==> src/rtl/led_ctrl_pkg.sv <==
// Shared encodings and pattern constants for the running-light controller.
package led_ctrl_pkg;

  // Pattern modes, in the order the mode button cycles through them.
  localparam logic [1:0] MODE_SHL    = 2'd0;
  localparam logic [1:0] MODE_SHR    = 2'd1;
  localparam logic [1:0] MODE_BOUNCE = 2'd2;
  localparam logic [1:0] MODE_BLINK  = 2'd3;

  // Sequencer states; 2'd3 is unused and recovers to idle.
  localparam logic [1:0] ST_IDLE  = 2'd0;
  localparam logic [1:0] ST_RUN   = 2'd1;
  localparam logic [1:0] ST_PAUSE = 2'd2;

  // Bounce direction.
  localparam logic DIR_LEFT  = 1'b0;
  localparam logic DIR_RIGHT = 1'b1;

  localparam logic [7:0] PAT_SHL_INIT = 8'h01;
  localparam logic [7:0] PAT_SHR_INIT = 8'h80;
  localparam logic [7:0] PAT_BLINK_A  = 8'h55;
  localparam logic [7:0] PAT_BLINK_B  = 8'hAA;

  // First pattern shown after entering a mode.
  function automatic logic [7:0] pat_init(input logic [1:0] m);
    logic [7:0] p;
    case (m)
      MODE_SHL:    p = PAT_SHL_INIT;
      MODE_SHR:    p = PAT_SHR_INIT;
      MODE_BOUNCE: p = PAT_SHL_INIT;
      default:     p = PAT_BLINK_A;
    endcase
    return p;
  endfunction

endpackage

==> src/rtl/btn_debounce.sv <==
// Raw push-button conditioner: 2-flop synchroniser, stability counter and
// a one-cycle pulse on each accepted press. Releases are accepted silently.
module btn_debounce #(
  parameter int unsigned DEBOUNCE_CYCLES = 1000000
) (
  input  logic i_clk,
  input  logic i_rst,   // asynchronous, active-low
  input  logic i_btn,
  output logic o_rise
);

  localparam int unsigned CW = $clog2(DEBOUNCE_CYCLES + 1);

  logic [1:0]    r_sync;
  logic          r_level;
  logic [CW-1:0] r_cnt;
  logic          r_rise;
  logic          w_diff;
  logic          w_done;

  // The counter only runs while the synced sample disagrees with the accepted level.
  assign w_diff = r_sync[1] ^ r_level;
  assign w_done = w_diff && (r_cnt == CW'(DEBOUNCE_CYCLES - 1));
  assign o_rise = r_rise;

  // Synchronise, count consecutive differing samples, accept and flag rises.
  always_ff @(posedge i_clk or negedge i_rst) begin
    if (!i_rst) begin
      r_sync  <= 2'b00;
      r_level <= 1'b0;
      r_cnt   <= '0;
      r_rise  <= 1'b0;
    end else begin
      r_sync <= {r_sync[0], i_btn};
      r_rise <= w_done && r_sync[1];
      if (w_done) begin
        r_level <= r_sync[1];
        r_cnt   <= '0;
      end else if (w_diff) begin
        r_cnt <= r_cnt + CW'(1);
      end else begin
        r_cnt <= '0;
      end
    end
  end

endmodule

==> src/rtl/led_pattern_controller.sv <==
// Running-light sequencer: debounced start/mode/speed buttons, step-tick
// generator, idle/run/pause FSM and the LED pattern datapath.
module led_pattern_controller
  import led_ctrl_pkg::*;
#(
  parameter int unsigned TICK_DIV        = 100000000,
  parameter int unsigned DEBOUNCE_CYCLES = 1000000,
  parameter int unsigned LED_W           = 8
) (
  input  logic             clk,
  input  logic             rst,
  input  logic             btn_start,
  input  logic             btn_mode,
  input  logic             btn_speed,
  output logic [LED_W-1:0] led,
  output logic             running,
  output logic [1:0]       mode,
  output logic [1:0]       speed
);

  localparam int unsigned CNT_W = $clog2(TICK_DIV + 1);

  logic w_start_p, w_mode_p, w_speed_p;

  btn_debounce #(.DEBOUNCE_CYCLES(DEBOUNCE_CYCLES)) u_db_start (
    .i_clk(clk), .i_rst(rst), .i_btn(btn_start), .o_rise(w_start_p)
  );
  btn_debounce #(.DEBOUNCE_CYCLES(DEBOUNCE_CYCLES)) u_db_mode (
    .i_clk(clk), .i_rst(rst), .i_btn(btn_mode), .o_rise(w_mode_p)
  );
  btn_debounce #(.DEBOUNCE_CYCLES(DEBOUNCE_CYCLES)) u_db_speed (
    .i_clk(clk), .i_rst(rst), .i_btn(btn_speed), .o_rise(w_speed_p)
  );

  logic [1:0]       r_state, r_mode, r_speed;
  logic [CNT_W-1:0] r_cnt;
  logic [LED_W-1:0] r_led;
  logic             r_dir;

  logic [1:0]       w_state_nx, w_mode_nx, w_speed_nx;
  logic [CNT_W-1:0] w_cnt_nx, w_div_last;
  logic [LED_W-1:0] w_led_nx, w_led_step;
  logic             w_dir_nx, w_dir_step;
  logic             w_last, w_tick, w_reload;

  // Each speed step halves the period.
  assign w_div_last = CNT_W'((TICK_DIV >> r_speed) - 1);
  assign w_last     = (r_cnt == w_div_last);
  // A mode or speed change swallows a coinciding tick.
  assign w_tick     = (r_state == ST_RUN) && w_last && !w_mode_p && !w_speed_p;
  assign w_reload   = ((r_state == ST_IDLE) && w_start_p) || ((r_state != ST_IDLE) && w_mode_p);

  assign led     = r_led;
  assign running = (r_state == ST_RUN);
  assign mode    = r_mode;
  assign speed   = r_speed;

  // One pattern step for the current mode.
  always_comb begin
    w_led_step = r_led;
    w_dir_step = r_dir;
    case (r_mode)
      MODE_SHL: w_led_step = {r_led[LED_W-2:0], r_led[LED_W-1]};
      MODE_SHR: w_led_step = {r_led[0], r_led[LED_W-1:1]};
      MODE_BOUNCE: begin
        if (r_dir == DIR_LEFT) begin
          if (r_led[LED_W-1]) begin
            w_led_step = r_led >> 1;
            w_dir_step = DIR_RIGHT;
          end else begin
            w_led_step = r_led << 1;
          end
        end else begin
          if (r_led[0]) begin
            w_led_step = r_led << 1;
            w_dir_step = DIR_LEFT;
          end else begin
            w_led_step = r_led >> 1;
          end
        end
      end
      default: begin
        w_led_step = (r_led == LED_W'(PAT_BLINK_A)) ? LED_W'(PAT_BLINK_B) : LED_W'(PAT_BLINK_A);
      end
    endcase
  end

  // Next state: mode/speed first, then FSM, counter and LED pattern.
  always_comb begin
    w_mode_nx  = r_mode + {1'b0, w_mode_p};
    w_speed_nx = r_speed + {1'b0, w_speed_p};

    w_state_nx = r_state;
    case (r_state)
      ST_IDLE:  if (w_start_p) w_state_nx = ST_RUN;
      ST_RUN:   if (w_start_p) w_state_nx = ST_PAUSE;
      ST_PAUSE: if (w_start_p) w_state_nx = ST_RUN;
      default:  w_state_nx = ST_IDLE;
    endcase

    w_cnt_nx = r_cnt;
    if ((r_state == ST_IDLE) || w_mode_p || w_speed_p) begin
      w_cnt_nx = '0;
    end else if (r_state == ST_RUN) begin
      w_cnt_nx = w_last ? '0 : r_cnt + CNT_W'(1);
    end

    w_led_nx = r_led;
    w_dir_nx = r_dir;
    if (w_reload) begin
      w_led_nx = LED_W'(pat_init(w_mode_nx));
      w_dir_nx = DIR_LEFT;
    end else if (w_tick) begin
      w_led_nx = w_led_step;
      w_dir_nx = w_dir_step;
    end
    if (w_state_nx == ST_IDLE) begin
      w_led_nx = '0;
      w_dir_nx = DIR_LEFT;
    end
  end

  // State registers.
  always_ff @(posedge clk or negedge rst) begin
    if (!rst) begin
      r_state <= ST_IDLE;
      r_mode  <= MODE_SHL;
      r_speed <= 2'd0;
      r_cnt   <= '0;
      r_led   <= '0;
      r_dir   <= DIR_LEFT;
    end else begin
      r_state <= w_state_nx;
      r_mode  <= w_mode_nx;
      r_speed <= w_speed_nx;
      r_cnt   <= w_cnt_nx;
      r_led   <= w_led_nx;
      r_dir   <= w_dir_nx;
    end
  end

endmodule

==> config.mk <==
export PLATFORM = sky130hd
export DESIGN_NAME = led_pattern_controller
export DESIGN_NICKNAME = d
export VERILOG_FILES = /design/src/rtl/led_ctrl_pkg.sv /design/src/rtl/btn_debounce.sv /design/src/rtl/led_pattern_controller.sv
export SDC_FILE = /design/constraint.sdc
export NUM_CORES = 1
export LEC_CHECK = 0
export ABC_CLOCK_PERIOD_IN_PS = 2450
export CORE_MARGIN = 1.5
export CORE_UTILIZATION = 62
export DETAILED_ROUTE_END_ITERATION = 7
export PLACE_DENSITY = 0.9
export SLEW_MARGIN = 20
export SYNTH_ARGS = -nofsm -noshare
export SYNTH_HDL_FRONTEND = slang
export SYNTH_SLANG_ARGS = --single-unit
==> constraint.sdc <==
create_clock -name clk -period 2.45 [get_ports clk]
set_input_delay 0.735 -clock clk [delete_from_list [all_inputs] [get_ports clk]]
set_output_delay 0.735 -clock clk [all_outputs]
set_load 0.01 [all_outputs]
==> summary.md <==
| Metric | Value |
|---|---|
| Largest net degree at the start of global routing | 63 |
| Avg Cell Area, Syn | 9.407 um^2 |
| ANT cells | 0 |
| Die W | 103.8 um |
| Worst setup path class | flop to primary output |
| Post-synthesis register bit count | 114 |
| Drt wl/cell | between 15 and 20 um |
| Clock Latency Late Sink | about 530 ps |
| Min-delay worst type | primary input to async pin |
| RSZ-0062 raised after global routing | false |
| Min Hold Slack | a little over 90 ps |
| Largest cells by area after synthesis | dfrtp_1 (45%), nor2_1 (5.8%), xor2_1 (5.0%) |
| First-pass GRT wire length | roughly 26,000 um |
| Final HPWL DP | 9678 um |
| Starting DRC count in detailed routing | 428 |
| Routed wire length | around 15,000 um |
| Post-Syn Instances | about 670 |
| Placed Area | about 6600 um^2 |
| Buf+Inv Stages, Crit Path | 2 |
| Drt drc | 0 |
| Final net count | 701 |
| Via count | ~5.3k |
| Final hold vios | 0 |
| Fillers | approximately 660 |
| Max-cap violation count | 0 |
| Vias in the first global route | between 5k and 6k |
| PD cells | between 600 and 700 nW/um^2 |
| Worst-Margin Slew | 560.8 ps |
| Fin util | approximately three quarters |
| Peak VDD IR | around 610 uV |
| Crit path largest cell delay | around 550 ps |
| Final Max Slew Viols | 0 |
| Seq/Total Area, Yosys | 45.33% |
| Setup total negative slack | 0 ps |
| Asr flop ratio synth | between 90% and 100% |
| Die Ht | around 100 um |
| CTS root buffer | clkbuf_8 |
| GR Overflow Total | 0 |
| Cell accounting for the most synthesized area | dfrtp_1 |
| Gr usage total | a little under 30% |
| Number of synthesized flops with an enable pin | 0 |
| Critical-path cell list | buf_6 -> clkdlybuf4s50_1 |
| Leak pwr | between 3 and 4 nW |
| Finished Layout Cells | 836 |
| H-tree levels | 4 |
| Synth cell count leaders | dfrtp_1 (114), nor2_1 (97), nand2_1 (57) |
| Worst EP required | 1710 ps |
| Outcome | finished clean |
| Cell with the most instances after synthesis | dfrtp_1 |
| Cts hold-fix bufs | 0 |
| Clk_skew | between 7 and 8 ps |
| Achievable Freq | ~420 MHz |
| Clk sink count | roughly 110 |
| Pre-CTS setup slack | ~160 ps |
| Worst reg2reg setup slack | 170 ps |
| Share of post-route cells with drive strength above 1 | 12.23% |
| Final setup vio count | 0 |
| Largest delay share family, worst path | buffers and inverters |
| Critical path arrival | 1650 ps |
| CP startpoint kind | flop |
| Area share of the largest cell type after synthesis | between 40% and 50% |
| Clock Path Buffers | 2 |
| Netlist cell types | 80 |
| Placed cell count | roughly 800 |
| Power, Total | between 4 and 5 mW |
| TritonCTS buffer count | 17 |
| Period utilization | around 100% |
| Tmin final | 2385 ps |
| CP endpoint kind | primary output |
| Fin area | around 7200 um^2 |
| Ports | 18 |
| CTS clk-pin slew, worst paths | 60 ps |
| Core area | a little under 10,000 um^2 |
| Netlist Area Pre-Place | 6294 um^2 |
| Fin worst setup slack | between 60 and 70 ps |
| Initial antenna violation count | 0 |
| CTS tree | done |
| Die area | 10,760 um^2 |
| Row Count | 36 |
| Crit path max-delay cell type | clkdlybuf4s50_1 |
| Post-CTS Setup Bufs | 0 |
| Mapped Nets | a little under 700 |
| Port-buffer cells | 17 |
| GP Congestion | 0.9327 |
| Starting Density | 64.09% |
| Final ANT Viol Nets | 0 |
| Via density | 6.317 |
| Worst rel slew slack | ~62% |
| Synth Warn # | 0 |
| DR pass1 iterations | 5 |
| Max FO, Critical Path | 15 |
| Layout area overhead | 14.95% |
| Main flop type after synthesis | dfrtp_1 |
[path summary, 6_finish.rpt]
path	from	to	depth (start not counted)
max	speed[0]	speed[0]	2
max reg2reg	r_cnt[0]	r_cnt[3]	8
max in group asynchronous	rst	u_db_start.r_sync[1]	2
min in group clk	u_db_mode.r_sync[0]	u_db_mode.r_sync[1]	0
min	rst	r_cnt[21]	1
min reg2reg	u_db_mode.r_sync[0]	u_db_mode.r_sync[1]	0
[placed cells by master (no fill, tap or decap), types with 4 or more instances in the layout]
cell             instances
mux2_4                   5
clkbuf_8                 4
nand2_1                 57
xnor2_1                 31
ha_1                     6
and4_1                  10
o22ai_1                 11
nand3_1                 42
nor2b_1                  4
dfrtp_1                114
a31oi_1                 11
a211oi_1                 5
a21oi_1                 12
inv_1                   22
nor2_1                  97
and3_1                   9
o21ai_0                  7
nor3_1                  23
o21ai_1                  8
buf_4                   16
nor4b_1                  4
mux2i_1                 14
xor2_1                  36
and2_1                   9
clkbuf_16               16
clkdlybuf4s50_1         15
nor4_1                   8
clkinvlp_4               4
nand4_1                 18
nand2b_1                 9
[routing by layer]
| layer | vias to the layer above | global-route usage [%] | routed length (um) |
|---|---|---|---|
| met5 | - | 0 | 0 |
| met1 | 2582 | 34.95 | 5961 |
| li1 | 2399 | - | - |
| met4 | 0 | 16.77 | 584 |
| met3 | 66 | 7.489 | 970 |
| met2 | 234 | 50.05 | 7638 |
[sequential cells by signal, summed over array words and instances, names as in the netlist, 8 cells and up]
signal,cells
u_db_start.r_cnt,20
u_db_speed.r_cnt,20
r_cnt,27
led,8
u_db_mode.r_cnt,20
[power by group]
| group | internal, mW | switching, mW |
|---|---|---|
| registers | 1.90 | 0.0149 |
| logic | 0.0275 | 0.0672 |
| clock network | 1.53 | 0.901 |
| total | 3.45 | 0.983 |
[kinds of logic (layout without fill, tap and decap cells)]
group | Yosys count | after routing | synth area share (%)
and+or+nand+nor | 326 | 326 | 27.67
DFF | 114 | 114 | 45.33
AOI/OAI and AO/OA | 78 | 78 | 8.748
xor gates and xnor gates | 67 | 67 | 9.324
buffers and inverters | 57 | 91 | 3.956
muxes | 21 | 21 | 3.777
adders and majority gates | 6 | 6 | 1.193
[final cells by class]
type	count	area [um^2]	area share [%]
Sequential cell	114	2853	39.43
Multi-Input combinational cell	498	3208	44.34
Inverter	24	90.09	1.245
Clock buffer	20	455.4	6.295
Timing Repair Buffer	35	330.3	4.566
Tap cell	133	166.4	2.300
Clock inverter	12	131.4	1.816
[what timing repair did]
action / in CTS / in global routing
endpoints found under the setup margin: 1 / 9
pin swaps: 0 / 0
gates resized for setup: 3 / 2
No activity file was read; power rests on OpenSTA's default activity.
